[src/rtl/aftab_mem_arbiter.sv]
// Three-requester round-robin memory bus arbiter (write unit, read unit, fetch)
// with per-access timeout abort.
module aftab_mem_arbiter #(
    parameter logic [7:0] TIMEOUT = 8'd255
) (
    input  logic        clk,
    input  logic        rst,
    input  logic        reqDAWU,
    input  logic        reqDARU,
    input  logic        reqIF,
    input  logic [31:0] addrDAWU,
    input  logic [31:0] addrDARU,
    input  logic [31:0] addrIF,
    input  logic [7:0]  dataDAWU,
    input  logic        memRdy,
    input  logic [7:0]  memDataIn,
    output logic [31:0] memAddr,
    output logic [7:0]  memDataOut,
    output logic        readMem,
    output logic        writeMem,
    output logic        grantDAWU,
    output logic        grantDARU,
    output logic        grantIF,
    output logic        rdyDAWU,
    output logic        rdyDARU,
    output logic        rdyIF,
    output logic        errDAWU,
    output logic        errDARU,
    output logic        errIF,
    output logic [7:0]  dataRd,
    output logic        busy
);
    typedef enum logic [1:0] {IDLE, BUSY, ABORT} state_e;

    state_e      state_q, state_d;
    logic [2:0]  grant_q, grant_d;   // bit 0 = DAWU, 1 = DARU, 2 = IF
    logic [1:0]  last_q, last_d;
    logic [7:0]  cnt_q, cnt_d;
    logic        first_q, first_d;   // marks the first ABORT cycle for the err pulse

    logic [2:0]  req_v;
    logic        owner_req;
    logic        active;
    logic [1:0]  i0, i1, i2, sel_idx;
    logic        sel_vld;

    function automatic logic [1:0] nxt(input logic [1:0] i);
        return (i == 2'd2) ? 2'd0 : i + 2'd1;
    endfunction

    assign req_v     = {reqIF, reqDARU, reqDAWU};
    assign owner_req = |(grant_q & req_v);
    assign i0        = nxt(last_q);
    assign i1        = nxt(i0);
    assign i2        = nxt(i1);

    always_comb begin
        sel_vld = 1'b1;
        sel_idx = i0;
        if (req_v[i0])      sel_idx = i0;
        else if (req_v[i1]) sel_idx = i1;
        else if (req_v[i2]) sel_idx = i2;
        else                sel_vld = 1'b0;
    end

    always_ff @(posedge clk or posedge rst) begin
        if (rst) begin
            state_q <= IDLE;
            grant_q <= 3'b000;
            last_q  <= 2'd1;
            cnt_q   <= 8'd0;
            first_q <= 1'b0;
        end else begin
            state_q <= state_d;
            grant_q <= grant_d;
            last_q  <= last_d;
            cnt_q   <= cnt_d;
            first_q <= first_d;
        end
    end

    always_comb begin
        state_d = state_q;
        grant_d = grant_q;
        last_d  = last_q;
        cnt_d   = cnt_q;
        first_d = 1'b0;
        unique case (state_q)
            IDLE: begin
                cnt_d = 8'd0;
                if (sel_vld) begin
                    state_d = BUSY;
                    grant_d = 3'b001 << sel_idx;
                    last_d  = sel_idx;
                end
            end
            BUSY: begin
                // Owner release wins over both completion and timeout.
                if (!owner_req) begin
                    state_d = IDLE;
                    grant_d = 3'b000;
                    cnt_d   = 8'd0;
                end else if (memRdy) begin
                    cnt_d = 8'd0;
                end else if (cnt_q == TIMEOUT - 8'd1) begin
                    state_d = ABORT;
                    first_d = 1'b1;
                    cnt_d   = 8'd0;
                end else begin
                    cnt_d = cnt_q + 8'd1;
                end
            end
            ABORT: begin
                cnt_d = 8'd0;
                if (!owner_req) begin
                    state_d = IDLE;
                    grant_d = 3'b000;
                end
            end
            default: begin
                state_d = IDLE;
                grant_d = 3'b000;
                cnt_d   = 8'd0;
            end
        endcase
    end

    always_comb begin
        active     = (state_q == BUSY) && owner_req;
        memAddr    = 32'd0;
        if (state_q == BUSY) begin
            unique case (grant_q)
                3'b001:  memAddr = addrDAWU;
                3'b010:  memAddr = addrDARU;
                3'b100:  memAddr = addrIF;
                default: memAddr = 32'd0;
            endcase
        end
        writeMem   = active && grant_q[0];
        readMem    = active && (grant_q[1] || grant_q[2]);
        {rdyIF, rdyDARU, rdyDAWU} = active ? (grant_q & {3{memRdy}}) : 3'b000;
        {errIF, errDARU, errDAWU} = (state_q == ABORT && first_q) ? grant_q : 3'b000;
        {grantIF, grantDARU, grantDAWU} = grant_q;
        memDataOut = (state_q == BUSY && grant_q[0]) ? dataDAWU : 8'd0;
        busy       = (state_q != IDLE);
        dataRd     = memDataIn;
    end
endmodule

[config.mk]
export PLATFORM = sky130hd
export DESIGN_NAME = aftab_mem_arbiter
export DESIGN_NICKNAME = d
export VERILOG_FILES = /design/src/rtl/aftab_mem_arbiter.sv
export SDC_FILE = /design/constraint.sdc
export NUM_CORES = 1
export LEC_CHECK = 0
export CAP_MARGIN = 20
export CORE_ASPECT_RATIO = 1.5
export CORE_MARGIN = 5
export CORE_UTILIZATION = 33
export DETAILED_ROUTE_END_ITERATION = 10
export HOLD_SLACK_MARGIN = 0.06
export PLACE_DENSITY = 0.93
export SLEW_MARGIN = 30
export SYNTH_ARGS = -nofsm -noshare
export SYNTH_HDL_FRONTEND = slang
export SYNTH_SLANG_ARGS = --single-unit
[constraint.sdc]
create_clock -name clk -period 4.21 [get_ports clk]
set_clock_uncertainty 0.1 [all_clocks]
set_input_delay 0.842 -clock clk [delete_from_list [all_inputs] [get_ports clk]]
set_output_delay 0.842 -clock clk [all_outputs]
set_load 0.05 [all_outputs]
== Yosys cells after proc, flatten, opt, wreduce, memory -nomap -nowiden ==
Index checks and enable logic that the tools add are counted.
Word-level totals
  flip-flop bits (word level): 16
  output and inout bits: 60
Operators by class
  add/sub/neg operators: 4
  $lt $le $gt $ge: 3
  equality and inequality tests: 14
  shifts and indexed selects: 1
  mux-type cells: 37
  bitwise logic cells: 2
  reduce and logical (&&, ||, !) cells: 13
Operators with widths (number)
  case mux 32 bit (3 select lines): 1
  two-way mux 8 bit: 5
  two-way mux 32 bit: 1
  two-way mux 2 bit: 11
  two-way mux 3 bit: 4
  two-way mux 1 bit: 10
  < comparator 2 x 3 -> 1 bit, second input constant: 3
  adder 8 x 1 -> 8 bit, second input constant: 1
  == test 2 bit, second input constant: 4
  == test 8 bit, second input constant: 1
  adder 2 x 1 -> 2 bit, second input constant: 3
  AND 3 bit: 2
  binary-select mux 1 bit (select 2 bit): 3
  inequality test 2 bit, second input constant: 3
  inequality test 3 bit, second input constant: 2
  case mux 2 bit (3 select lines): 1
  case mux 3 bit (2 select lines): 1
  logical AND 1 bit: 5
  AND reduction 2 bit: 2
  AND reduction 4 bit: 1
  == test 3 x 1 -> 1 bit, second input constant: 1
  == test 3 x 2 -> 1 bit, second input constant: 1
  == test 3 bit, second input constant: 1
  OR reduction 3 bit: 1
  other kinds (6): 6

== Longest topological paths before layout ==
  word-level depth: 14
  depth in mapped cells: 7

== Worst setup path before layout ==
OpenSTA, ideal clock, no wires.
  path type: in2out
  start: in reqDAWU
  end: out rdyDAWU
  data arrival time: 2.373 ns
  required time: 3.268 ns
  path slack: 0.895 ns
  cell stages on the path: 4
  buffers on the path: 1
  cell sequence: buf_6 > a222oi_1 > nor2_1 > and2_1
Between the ends
  cells in the longest elaborated chain, start to end: 4
Ends and longest elaborated chain
  start, declared: RTL line 8  | input logic reqDAWU,
  AND 3 bit: RTL line 52  | assign owner_req = |(grant_q & req_v);
  OR reduction 3 bit: RTL line 52
  logical AND 1 bit: RTL line 129  | active = (state_q == BUSY) && owner_req;
  two-way mux 3 bit: RTL line 141  | {rdyIF, rdyDARU, rdyDAWU} = active ? (grant_q & {3{memRdy}}) : 3'b000;
  end, declared: RTL line 24  | output logic rdyDAWU,
No other way between the ends.

== Final worst setup path ==
  start: in reqDAWU
  end: out writeMem
Between the ends
  cells in the longest elaborated chain, start to end: 4
Ends and longest elaborated chain
  AND 3 bit: RTL line 52
  OR reduction 3 bit: RTL line 52
  logical AND 1 bit: RTL line 129
  logical AND 1 bit: RTL line 139  | writeMem = active && grant_q[0];
  end, declared: RTL line 20  | output logic writeMem,
No other way between the ends.

==> results.py <==
metrics = {
    "outcome": {
        "outcome": "completed",
    },
    "sta": {
        "fin_setup_tns_ns": 0,
        "rsz0062_at_grt": "false",
        "tightestPinTransition_ns": 0.8364,
        "hold_viol": 0,
        "fin_crit_sh": 0.8733,
        "setup_violations": 0,
        "fin_crit_ns": 3.676,
        "max_slew_margin": 0.4424,
        "drv_slew": 0,
        "fmax_ghz": 0.2720,
    },
    "global_route": {
        "grt_pass1_vias": 2417,
        "gr-usage-all-layers": 0.2125,
        "grt.overflow.total": 0,
        "grt_start_max_net_pins": 33,
        "grt_first_pass_wirelength_um": 12490,
        "antenna_found_initial": 0,
    },
    "yosys": {
        "synth-edff-count": 0,
        "synth-async-reset-ratio": 1.000,
        "ys.warnings.count": 0,
        "synth_flop_cell": "dfrtp_1",
        "ys_types": 39,
        "yosys.area.top_type": "dfrtp_1",
        "yosys_register_bits": 16,
        "syn_avg_cell_area_sq_um": 7.487,
        "synth.area.top_cells": "dfrtp_1 (20%), a2bb2oi_1 (15%), a22oi_1 (13%), nor2_1 (10%), and3_1 (4.4%)",
        "syn_nets": 369,
        "ys_seq_area_frac": 0.2181,
        "synthCells": 246,
        "synth_top_cell_area_share": 0.2038,
        "synthesis.area_sq_um": 1842,
    },
    "finish": {
        "fillers": 476,
        "antenna_cells": 0,
        "final_area_sq_um": 3433,
        "final_util": 0.6299,
        "syn_to_final_growth_pct": 86.41,
        "drive_above_1_share": 0.1377,
        "layout_common_cells": "clkdlybuf4s50_1 (125), nor2_1 (49), buf_4 (39)",
        "final_common_cell": "clkdlybuf4s50_1",
        "nNetsFinal": 509,
    },
    "placement": {
        "dp_hpwl_um": 6671,
        "numPortBuffers": 161,
        "gp_congestion": 0.8677,
        "placed_cell_area_sq_um": 3378,
    },
    "cts": {
        "htreeDepth": 1,
        "cts.sinks": 16,
        "post_cts_buffers": 0,
        "hold_buffers": 0,
        "cts_tree": "built",
        "root_buffer": "clkbuf_8",
        "cts-resized-gates": 0,
        "clk_pin_slew_worst_paths_ns": 0.06,
        "insertion_delay_ns": 0.25,
        "numCtsBuffers": 3,
        "clock_path_buffers": 2,
    },
    "routing": {
        "via_per_inst": 5.409,
        "ant_nets": 0,
        "routed_wl_um": 8320,
        "drt_iter0_markers": 159,
        "firstDrtPassIters": 4,
        "routedWlPerCell_um": 18.29,
        "drc": 0,
        "vias": 2461,
    },
    "power": {
        "vdd_drop_max_mv": 0.4733,
        "p_leak_nw": 1.423,
        "finalPower_mw": 1.774,
        "p_per_area_nw_per_um2": 516.6,
    },
    "die": {
        "die_w_um": 71.00,
        "dieArea_sq_um": 7206,
        "core_area_sq_um": 5450,
        "ioPinCount": 178,
        "die_h_um": 101.5,
        "fp-row-count": 33,
        "start_util": 0.3379,
    },
    "critical_path": {
        "path_max_fanout": 9,
        "cp.required_ns": 3.27,
        "criticalPathCategory": "in -> out",
        "crit_arrival_ns": 2.73,
        "end_kind": "primary output",
        "worst_setup_path_start_kind": "input port",
    },
    "run": {
        "maxCapViolations": 0,
    },
    "min_path": {
        "hold_class": "reg -> reg",
    },
}
final cells by class:
cell class | count | area [sq um] | share of cell area
clock buffers | 4 | 55.05 | 0.01603
well taps | 70 | 87.58 | 0.02551
flip-flops and latches | 16 | 401.6 | 0.1170
repair buffers | 167 | 1604 | 0.4672
inverters | 7 | 26.28 | 0.007653
multi-input cells | 191 | 1259 | 0.3666
power breakdown:
part           leakage (nW)  internal [mW]  total (mW)  switching [mW]
registers             0.214          0.183       0.262          0.0782
logic                  1.18          0.572        1.38           0.805
clock network        0.0288         0.0829       0.135          0.0520
total                  1.42          0.838        1.77           0.935
flip-flops by register name, indices dropped and copies added, names as in the netlist:
register,cells
cnt_q,8
grant_q,3
last_q,2
state_q,2
first_q,1
per-stage QoR:
| step | setup slack (ns) | hold WS (ns) | std cells |
|---|---|---|---|
| floorplan | 0.8946 | 0.3670 | 246 |
| global placement | 0.5988 | 0.3928 | 451 |
| detailed placement | 0.6043 | 0.3991 | 451 |
| CTS | 0.5541 | 0.4081 | 455 |
| global route | 0.4552 | 0.4620 | 455 |
| finish | 0.5335 | 0.4084 | 455 |
synthesized netlist by cell type (all sizes together) (2+ instances only):
master / count
buf: 18
o22ai: 3
o21ai: 5
inv: 7
a22oi: 32
xnor2: 4
nor2: 49
nand2: 12
a2bb2oi: 32
clkbuf: 14
nand2b: 2
nand4: 2
nor3: 4
dfrtp: 15
and3: 13
xor2: 2
ha: 5
nor2b: 5
nand3: 4
final timing paths:
check                                            start                endpoint  slack (ns)  depth (start not counted)
worst max-delay path                           reqDAWU                writeMem        0.53                          4
worst min-delay path                cnt_q[0]$_DFF_PP0_      cnt_q[0]$_DFF_PP0_        0.41                          1
worst max register to register  grant_q[2]$_DFFE_PP0P_      cnt_q[2]$_DFF_PP0_        1.94                          5
worst min register to register      cnt_q[0]$_DFF_PP0_      cnt_q[0]$_DFF_PP0_        0.41                          1
max in group asynchronous                          rst  state_q[0]$_DFFE_PP0P_        2.74                          2
min in group asynchronous                          rst      cnt_q[6]$_DFF_PP0_        0.87                          2
critical path, stage by stage:
cell             delay [ns]
clkdlybuf4s50_1        0.54
a222oi_1               0.49
nor2_1                 0.14
clkdlybuf4s50_1        0.73
logic make-up (layout without fill, tap and decap cells):
group	count (synthesis)	in the layout	share of synthesized area
buffers and inverters	39	178	0.1094
DFF	16	16	0.2181
and+or+nand+nor	98	98	0.2493
AOI/OAI and AO/OA	81	81	0.3553
adders and majority gates	5	5	0.03397
muxes	1	1	0.005435
xor gates and xnor gates	6	6	0.02853
per-layer routing:
layer	wire length, um	track usage	up-vias
met3	633	0.03873	23
met1	2983	0.2437	1145
li1	-	-	1179
met4	278	0.08394	0
met2	4425	0.3860	114
met5	0	0	-
Note: power is estimated with default switching activity, not from simulation.
